File: src/rtl/ex_pkg.sv
// Shared constants and types for the EX stage: ALUOp/Funct encodings, ALU operation and multiplier state enums.
package ex_pkg;

    localparam logic [1:0] ALUOP_ADD   = 2'b00;
    localparam logic [1:0] ALUOP_SUB   = 2'b01;
    localparam logic [1:0] ALUOP_FUNCT = 2'b10;
    localparam logic [1:0] ALUOP_ADD2  = 2'b11;

    localparam logic [5:0] FUNCT_ADD   = 6'h20;
    localparam logic [5:0] FUNCT_SUB   = 6'h22;
    localparam logic [5:0] FUNCT_AND   = 6'h24;
    localparam logic [5:0] FUNCT_OR    = 6'h25;
    localparam logic [5:0] FUNCT_SLT   = 6'h2A;
    localparam logic [5:0] FUNCT_MULTU = 6'h19;
    localparam logic [5:0] FUNCT_MFHI  = 6'h10;
    localparam logic [5:0] FUNCT_MFLO  = 6'h12;

    typedef enum logic [2:0] {
        ALU_ADD,
        ALU_SUB,
        ALU_AND,
        ALU_OR,
        ALU_SLT,
        ALU_MFHI,
        ALU_MFLO,
        ALU_ZERO
    } alu_op_e;

    typedef enum logic [1:0] {
        IDLE,
        BUSY,
        DONE
    } mul_state_e;

    // MULTU decodes to ALU_ZERO: its visible result lands in HI/LO, not on alu_result.
    function automatic alu_op_e decode_alu(input logic [1:0] alu_op_code,
                                           input logic [5:0] funct,
                                           input logic       muldiv_en);
        alu_op_e sel;
        sel = ALU_ZERO;
        case (alu_op_code)
            ALUOP_SUB: sel = ALU_SUB;
            ALUOP_FUNCT: begin
                case (funct)
                    FUNCT_ADD:  sel = ALU_ADD;
                    FUNCT_SUB:  sel = ALU_SUB;
                    FUNCT_AND:  sel = ALU_AND;
                    FUNCT_OR:   sel = ALU_OR;
                    FUNCT_SLT:  sel = ALU_SLT;
                    FUNCT_MFHI: sel = muldiv_en ? ALU_MFHI : ALU_ZERO;
                    FUNCT_MFLO: sel = muldiv_en ? ALU_MFLO : ALU_ZERO;
                    default:    sel = ALU_ZERO;
                endcase
            end
            default: sel = ALU_ADD;
        endcase
        return sel;
    endfunction

endpackage

File: src/rtl/ex_multu_seq.sv
// Iterative unsigned shift-add multiplier: one partial product per cycle, IDLE -> BUSY -> DONE -> IDLE.
module ex_multu_seq
    import ex_pkg::*;
#(
    parameter int DW      = 32,
    parameter int MUL_CYC = DW
) (
    input  logic          clk,
    input  logic          reset,
    input  logic          start,
    input  logic [DW-1:0] a,
    input  logic [DW-1:0] b,
    output logic          busy,
    output logic          done,
    output logic [DW-1:0] hi,
    output logic [DW-1:0] lo
);

    localparam int CW = (MUL_CYC > 1) ? $clog2(MUL_CYC) : 1;
    localparam logic [CW-1:0] LAST = CW'(MUL_CYC - 1);

    mul_state_e      state, state_next;
    logic [CW-1:0]   cnt;
    logic [2*DW-1:0] mcand;
    logic [2*DW-1:0] acc;
    logic [DW-1:0]   mplier;

    always_ff @(posedge clk) begin
        if (reset) begin
            state  <= IDLE;
            cnt    <= '0;
            mcand  <= '0;
            acc    <= '0;
            mplier <= '0;
        end else begin
            state <= state_next;
            case (state)
                IDLE: begin
                    if (start) begin
                        mcand  <= {{DW{1'b0}}, a};
                        mplier <= b;
                        acc    <= '0;
                        cnt    <= '0;
                    end
                end
                BUSY: begin
                    if (mplier[0]) begin
                        acc <= acc + mcand;
                    end
                    mcand  <= mcand << 1;
                    mplier <= mplier >> 1;
                    cnt    <= cnt + 1'b1;
                end
                default: ;
            endcase
        end
    end

    // A start seen in IDLE stalls immediately so the operands are held for the load edge.
    always_comb begin
        state_next = state;
        busy       = 1'b0;
        done       = 1'b0;
        case (state)
            IDLE: begin
                if (start) begin
                    busy       = 1'b1;
                    state_next = BUSY;
                end
            end
            BUSY: begin
                busy = 1'b1;
                if (cnt == LAST) begin
                    state_next = DONE;
                end
            end
            DONE: begin
                done       = 1'b1;
                state_next = IDLE;
            end
            default: state_next = IDLE;
        endcase
    end

    assign {hi, lo} = acc;

endmodule

File: src/rtl/ex_mem_stage.sv
// EX stage with EX/MEM pipeline register; define EX_MULDIV_EN to add MULTU/MFHI/MFLO with HI/LO and ex_stall.
module ex_mem_stage
    import ex_pkg::*;
#(
    parameter int DW      = 32,
    parameter int MUL_CYC = 32
) (
    input  logic          clk,
    input  logic          reset,
    input  logic [DW-1:0] pc_incr,
    input  logic          RegDst,
    input  logic          ALUSrc,
    input  logic          MemtoReg,
    input  logic          RegWrite,
    input  logic          MemRead,
    input  logic          MemWrite,
    input  logic          Branch,
    input  logic          Jump,
    input  logic [1:0]    ALUOp,
    input  logic [5:0]    Funct,
    input  logic [DW-1:0] RD1,
    input  logic [DW-1:0] RD2,
    input  logic [DW-1:0] extend_immed,
    input  logic [4:0]    rt,
    input  logic [4:0]    rd,
    output logic          ex_stall,
    output logic [DW-1:0] branch_target_out,
    output logic          zero_out,
    output logic [DW-1:0] alu_result_out,
    output logic [DW-1:0] wr_data_out,
    output logic [4:0]    wr_reg_out,
    output logic          MemtoReg_out,
    output logic          RegWrite_out,
    output logic          MemRead_out,
    output logic          MemWrite_out,
    output logic          Branch_out,
    output logic          Jump_out
);

    if (DW != 32 || MUL_CYC != DW) begin : g_bad_cfg
        $error("ex_mem_stage supports only DW=32 and MUL_CYC=DW");
    end

    logic [DW-1:0] hi_val, lo_val;
    logic [DW-1:0] alu_b, alu_result, branch_target;
    logic [4:0]    wr_reg;
    alu_op_e       alu_sel;

`ifdef EX_MULDIV_EN
    localparam logic MULDIV_EN = 1'b1;

    logic          is_multu, mul_busy, mul_done;
    logic [DW-1:0] mul_hi, mul_lo;
    logic [DW-1:0] hi_q, lo_q;

    assign is_multu = (ALUOp == ALUOP_FUNCT) && (Funct == FUNCT_MULTU);

    ex_multu_seq #(.DW(DW), .MUL_CYC(MUL_CYC)) u_multu (
        .clk   (clk),
        .reset (reset),
        .start (is_multu),
        .a     (RD1),
        .b     (RD2),
        .busy  (mul_busy),
        .done  (mul_done),
        .hi    (mul_hi),
        .lo    (mul_lo)
    );

    // HI/LO commit on the retiring DONE edge, so a read in that same cycle sees the old value.
    always_ff @(posedge clk) begin
        if (reset) begin
            hi_q <= '0;
            lo_q <= '0;
        end else if (mul_done) begin
            hi_q <= mul_hi;
            lo_q <= mul_lo;
        end
    end

    assign hi_val   = hi_q;
    assign lo_val   = lo_q;
    assign ex_stall = mul_busy & ~reset;
`else
    localparam logic MULDIV_EN = 1'b0;

    assign hi_val   = '0;
    assign lo_val   = '0;
    assign ex_stall = 1'b0;
`endif

    assign alu_sel       = decode_alu(ALUOp, Funct, MULDIV_EN);
    assign alu_b         = ALUSrc ? extend_immed : RD2;
    assign branch_target = pc_incr + (extend_immed << 2);
    assign wr_reg        = RegDst ? rd : rt;

    always_comb begin
        alu_result = '0;
        case (alu_sel)
            ALU_ADD:  alu_result = RD1 + alu_b;
            ALU_SUB:  alu_result = RD1 - alu_b;
            ALU_AND:  alu_result = RD1 & alu_b;
            ALU_OR:   alu_result = RD1 | alu_b;
            ALU_SLT:  alu_result = ($signed(RD1) < $signed(alu_b)) ? DW'(1) : '0;
            ALU_MFHI: alu_result = hi_val;
            ALU_MFLO: alu_result = lo_val;
            default:  alu_result = '0;
        endcase
    end

    // A stalled cycle pushes a full bubble so nothing downstream acts on a half-finished multiply.
    always_ff @(posedge clk) begin
        if (reset || ex_stall) begin
            branch_target_out <= '0;
            zero_out          <= 1'b0;
            alu_result_out    <= '0;
            wr_data_out       <= '0;
            wr_reg_out        <= '0;
            MemtoReg_out      <= 1'b0;
            RegWrite_out      <= 1'b0;
            MemRead_out       <= 1'b0;
            MemWrite_out      <= 1'b0;
            Branch_out        <= 1'b0;
            Jump_out          <= 1'b0;
        end else begin
            branch_target_out <= branch_target;
            zero_out          <= (alu_result == '0);
            alu_result_out    <= alu_result;
            wr_data_out       <= RD2;
            wr_reg_out        <= wr_reg;
            MemtoReg_out      <= MemtoReg;
            RegWrite_out      <= RegWrite;
            MemRead_out       <= MemRead;
            MemWrite_out      <= MemWrite;
            Branch_out        <= Branch;
            Jump_out          <= Jump;
        end
    end

endmodule

File: config.mk
export PLATFORM = sky130hd
export DESIGN_NAME = ex_mem_stage
export DESIGN_NICKNAME = d
export VERILOG_FILES = /design/src/rtl/ex_pkg.sv /design/src/rtl/ex_multu_seq.sv /design/src/rtl/ex_mem_stage.sv
export SDC_FILE = /design/constraint.sdc
export NUM_CORES = 1
export LEC_CHECK = 0
export CAP_MARGIN = 20
export CORE_MARGIN = 2
export CORE_UTILIZATION = 32
export DETAILED_ROUTE_END_ITERATION = 10
export SKIP_CTS_REPAIR_TIMING = 1
export SLEW_MARGIN = 20
export SYNTH_ARGS = -nofsm -noshare
export SYNTH_HDL_FRONTEND = slang
export SYNTH_SLANG_ARGS = --single-unit
File: constraint.sdc
create_clock -name clk -period 13.7 [get_ports clk]
set_input_delay 3.425 -clock clk [delete_from_list [all_inputs] [get_ports clk]]
set_output_delay 3.425 -clock clk [all_outputs]
set_load 0.005 [all_outputs]
Word level (Yosys, flattened, before mapping)
Index checks and enable logic that the tools add are counted.
- add/sub/neg operators: 3
- magnitude comparators: 1
- equality and inequality tests: 11
- muxes and demuxes: 6
- bitwise operators: 2
- reduce and logical (&&, ||, !) cells: 2
- operators with widths (operator ; number):
    32-bit one-hot mux with 5 select lines ; 1
    32-bit adder ; 2
    32-bit AND ; 1
    32-bit zero test ; 1
    32-bit less-than comparator ; 1
    32-bit two-way mux ; 1
    32-bit bitwise OR ; 1
    32-bit subtractor ; 1
    6-bit == test (second input constant) ; 5
    3-bit one-hot mux with 5 select lines ; 1
    3-bit by 2-bit == test with 1-bit output (second input constant) ; 2
    3-bit one-hot mux with 2 select lines ; 1
    5-bit two-way mux ; 1
    3-bit by 1-bit == test with 1-bit output (second input constant) ; 1
    3-bit == test (second input constant) ; 1
    3-bit zero test ; 1
    2-bit by 1-bit == test with 1-bit output (second input constant) ; 1
    2-bit == test (second input constant) ; 1
    1-bit two-way mux ; 1
- register bits after elaboration: 108
- word-level logic and storage cells: 36

Logic depth before layout (Yosys ltp)
- word-level depth: 6
- mapped depth: 18
- mapped depth without buffers: 16

Worst setup path after synthesis
No wires, ideal clock.
- path type: in2reg
- start: input ALUSrc
- end: register zero_out
- arrival time: 7293 ps
- path slack: 6343 ps
- cell stages on the path: 16
- path buffers: 2
- cells stage by stage: clkbuf_1 -> buf_1 -> mux2i_1 -> inv_1 -> fa_1 -> or2_1 -> a221oi_4 -> o22ai_2 -> o221a_4 -> o21bai_4 -> a21boi_1 -> or3_1 -> a31o_1 -> nor4_1 -> nand4_1 -> nor2_1
- word-level cells in the longest chain between the ends: 5
- elaborated cells between the ends (all ways): 9
- those cells by class: add/sub: 2; order compare: 1; mux: 3; bitwise: 2; reduce/logical: 1
- ends and longest elaborated chain (element ; RTL line ; RTL):
    start, declared ; ex_mem_stage.sv:12 ; input logic ALUSrc,
    32-bit two-way mux (*) ; ex_mem_stage.sv:93 ; assign alu_b = ALUSrc ? extend_immed : RD2;
    32-bit less-than comparator ; ex_mem_stage.sv:104 ; ALU_SLT: alu_result = ($signed(RD1) < $signed(alu_b)) ? DW'(1) : '0;
    1-bit two-way mux ; ex_mem_stage.sv:104 ;
    32-bit one-hot mux with 5 select lines (*) ; ex_mem_stage.sv:99 ; case (alu_sel)
    32-bit zero test (*) ; ex_mem_stage.sv:127 ; zero_out <= (alu_result == '0);
    end signal, assigned ; ex_mem_stage.sv:127 ;
    end, declared ; ex_mem_stage.sv:28 ; output logic zero_out,
Mark *: on every way between the ends. The rest lies on a longest branch, timed or not.
A chain may end at the register's enable or synchronous reset.

Worst setup path after layout
Same ends and word-level chain as after synthesis.

==> results_dict.tcl <==
set metrics [dict create \
    fin_crit_ns 7.586 \
    rows 65 \
    ys_ff_latch 108 \
    dp_cells 1934 \
    final.setup.tns_ns 0 \
    clockRootBuffer "clkbuf_16" \
    wl_um 39910 \
    critPathMaxFanout 32 \
    ys.flop_type "dfxtp_1" \
    power_leakage_nw 5.746 \
    cp-start-kind "input pin" \
    seqPwrFrac_pct 29.9 \
    yosysUniqueCellTypes 82 \
    clockBufferDepth 2 \
    die-height_um 182.6 \
    hold_path_class "in -> reg" \
    diodes 0 \
    ir_drop_uv 57.25 \
    grt_overflow_total 0 \
    critPathLaunch "ALUSrc" \
    p_total_mw 1.194 \
    yosysSeqAreaShare_pct 21.18 \
    placed_area_um2 13100 \
    final_cell_count_no_fill 1950 \
    h-tree-depth 3 \
    tightest_slew_ns 1.028 \
    grt_pass1_wl_um 59600 \
    synth.area.top_cells "dfxtp_1, ha_1, a21oi_1" \
    drt_pre_antenna_iters 8 \
    drtAntennaViolNets 0 \
    drv_slew 0 \
    synth.yosys.warnings 0 \
    clock.fmax_ghz 0.1318 \
    synthArstFlopShare_pct 0 \
    syn_area_um2 10210 \
    rsz0062_at_grt "no" \
    cts_tree "done" \
    cts_buffers 9 \
    via_per_inst 5.565 \
    die_w_um 182.6 \
    synth_common_cells "nor2_1, ha_1, inv_1, a21oi_1, dfxtp_1" \
    initial_core_util_pct 32.44 \
    drive_gt1_share_pct 3.747 \
    setup_violations 0 \
    post_drt_wl_per_cell_um 20.47 \
    synth_edf_count 0 \
    postSynthAreaPerCell_um2 7.671 \
    required_ns 14.02 \
    critPathCapture "zero_out$_SDFF_PP0_" \
    io_pins 265 \
    drt_iter0_markers 934 \
    power_density_nw_per_um2 89.10 \
    coreArea_um2 31470 \
    yosysTopAreaCellShare_pct 21.18 \
    multi_input_area_um2 7318 \
    synth_fp_nets 1621 \
    route.detailed.drc 0 \
    finalWeightedCongestion 0.9834 \
    status "finished, final reports clean" \
    max-cap-violations 0 \
    fin_crit_sh_pct 55.37 \
    ff_latch_area_um2 2162 \
    p_comb_share_pct 46.4 \
    antenna_found_initial 1 \
    stdcell_area_um2 13400 \
    yosysTopAreaCell "dfxtp_1" \
    numClockSinks 108 \
    hold_viol 0 \
    nNetsFinal 1833 \
    port_buffers 263 \
    grtUsageTotal_pct 23.16 \
    p_int_mw 0.7391 \
    first_global_vias 10226 \
    hpwl_um 31370 \
    area_delta_synth_final_pct 31.21 \
    pwr-share-clk_pct 23.7 \
    path_clk_slew_ns 0.08 \
    grt_max_degree 77 \
    arrival_ns 7.90 \
    p_sw_mw 0.4546 \
    critPathKind "in -> reg" \
    netSwitchingFraction_pct 38.08 \
    end_kind "flop" \
    synthCells 1331 \
    synth.most_common_cell "nor2_1" \
    dieArea_um2 33350 \
    relSlewSlack_pct 31.44 \
    vias 10851 \
    num-fill-cells 3172 \
]
[power groups by stage]
| stage | Clock [mW] | Sequential (mW) | Combinational, mW |
|---|---|---|---|
| after global routing | 0.302 | 0.360 | 0.599 |
| after global placement | 0 | 0.364 | 0.540 |
| after CTS | 0.289 | 0.357 | 0.546 |
| final | 0.283 | 0.357 | 0.554 |
| after detailed placement | 0 | 0.365 | 0.543 |
| after floorplan | 0 | 0.368 | 0.315 |
[critical path, stage by stage]
cell and delay (ns):
buf_2 0.08, buf_4 0.56, mux2i_1 0.66, ha_1 0.45, inv_1 0.13, a221o_1 0.47
a221oi_2 0.44, o21ba_2 0.21, o31ai_1 0.13, a221o_1 0.39, a21oi_1 0.26, o221ai_1 0.18
nor4_1 0.26, nand4_1 0.13, nor2_1 0.10
[logic make-up (layout without fill, tap and decap cells)]
logic type,after synthesis,in the layout,synth area share (%)
other cells,1,1,0.03673
mux,39,39,3.823
fa+ha+maj,134,134,16.64
buf+inv,186,403,7.243
flops,108,108,21.18
xor+xnor,29,29,2.488
simple gates,432,432,20.93
compound gates,402,402,27.66
[cell type report]
cell class              count  area share, %
clock inverters             6         0.5324
flip-flops and latches    108          16.14
multi-input cells        1037          54.63
inverters                 118          3.306
well taps                 402          3.755
repair buffers            269          19.93
clock buffers              10          1.709
[through the flow]
stage               utilization (%)  hold slack, ns  worst slack [ns]
floorplan                         -           3.553             6.343
global placement              41.61           3.851             5.951
detailed placement            41.61           3.846             5.854
CTS                           42.56           3.462             6.228
global route                  42.56           3.484             5.863
finish                        42.56           3.467             6.114
[worst min path at each step]
stage / startpoint / endpoint / slack [ns] / cells after the start
2_1_floorplan: Branch / Branch_out$_SDFF_PP0_ / 3.55 / 1
3_3_place_gp: reset / branch_target_out[5]$_SDFF_PP0_ / 3.85 / 2
3_5_place_dp: reset / branch_target_out[3]$_SDFF_PP0_ / 3.85 / 2
4_1_cts: reset / alu_result_out[8]$_SDFF_PP0_ / 3.46 / 2
5_1_grt: reset / alu_result_out[15]$_SDFF_PP0_ / 3.48 / 2
6_report: reset / branch_target_out[3]$_SDFF_PP0_ / 3.47 / 2
[registers in the layout, indices dropped and copies added (netlist names), 5 cells and up]
name and cells:
branch_target_out 32, alu_result_out 32, wr_data_out 32, wr_reg_out 5
[metal layers]
metal  global-route usage, %  vias to the layer above  routed length, um
met3                   4.750                       79               3480
met4                   8.226                        2               1161
met1                   31.25                     5046              17670
met5                       0                        -                 13
met2                   36.53                      541              17580
li1                        -                     5183                  -
[layout by cell type (no fill, tap or decap), drive strengths merged, types with 6 or more instances in the layout]
master | Yosys | final
nor2b | 59 | 59
and3 | 9 | 9
o221ai | 12 | 12
o31a | 13 | 13
nor4 | 14 | 14
a211oi | 27 | 27
o211ai | 20 | 20
a31oi | 11 | 11
o21ba | 6 | 6
nand3 | 24 | 24
a21o | 26 | 26
o21bai | 14 | 14
or3 | 9 | 9
xor2 | 11 | 11
nand2b | 16 | 16
and2 | 9 | 9
o31ai | 8 | 8
nand4 | 15 | 15
o311ai | 7 | 7
nand2 | 86 | 86
clkdlybuf4s50 | 0 | 261
a21oi | 111 | 111
nor3 | 27 | 27
o21ai | 60 | 60
inv | 117 | 120
or2 | 12 | 12
xnor2 | 18 | 18
nor2 | 133 | 133
a2111oi | 6 | 6
mux2i | 39 | 39
buf | 28 | 8
a221o | 10 | 10
a221oi | 8 | 8
o21a | 9 | 9
clkbuf | 40 | 10
ha | 131 | 131
dfxtp | 108 | 108
o22ai | 11 | 11
No activity file was read; power rests on OpenSTA's default activity.
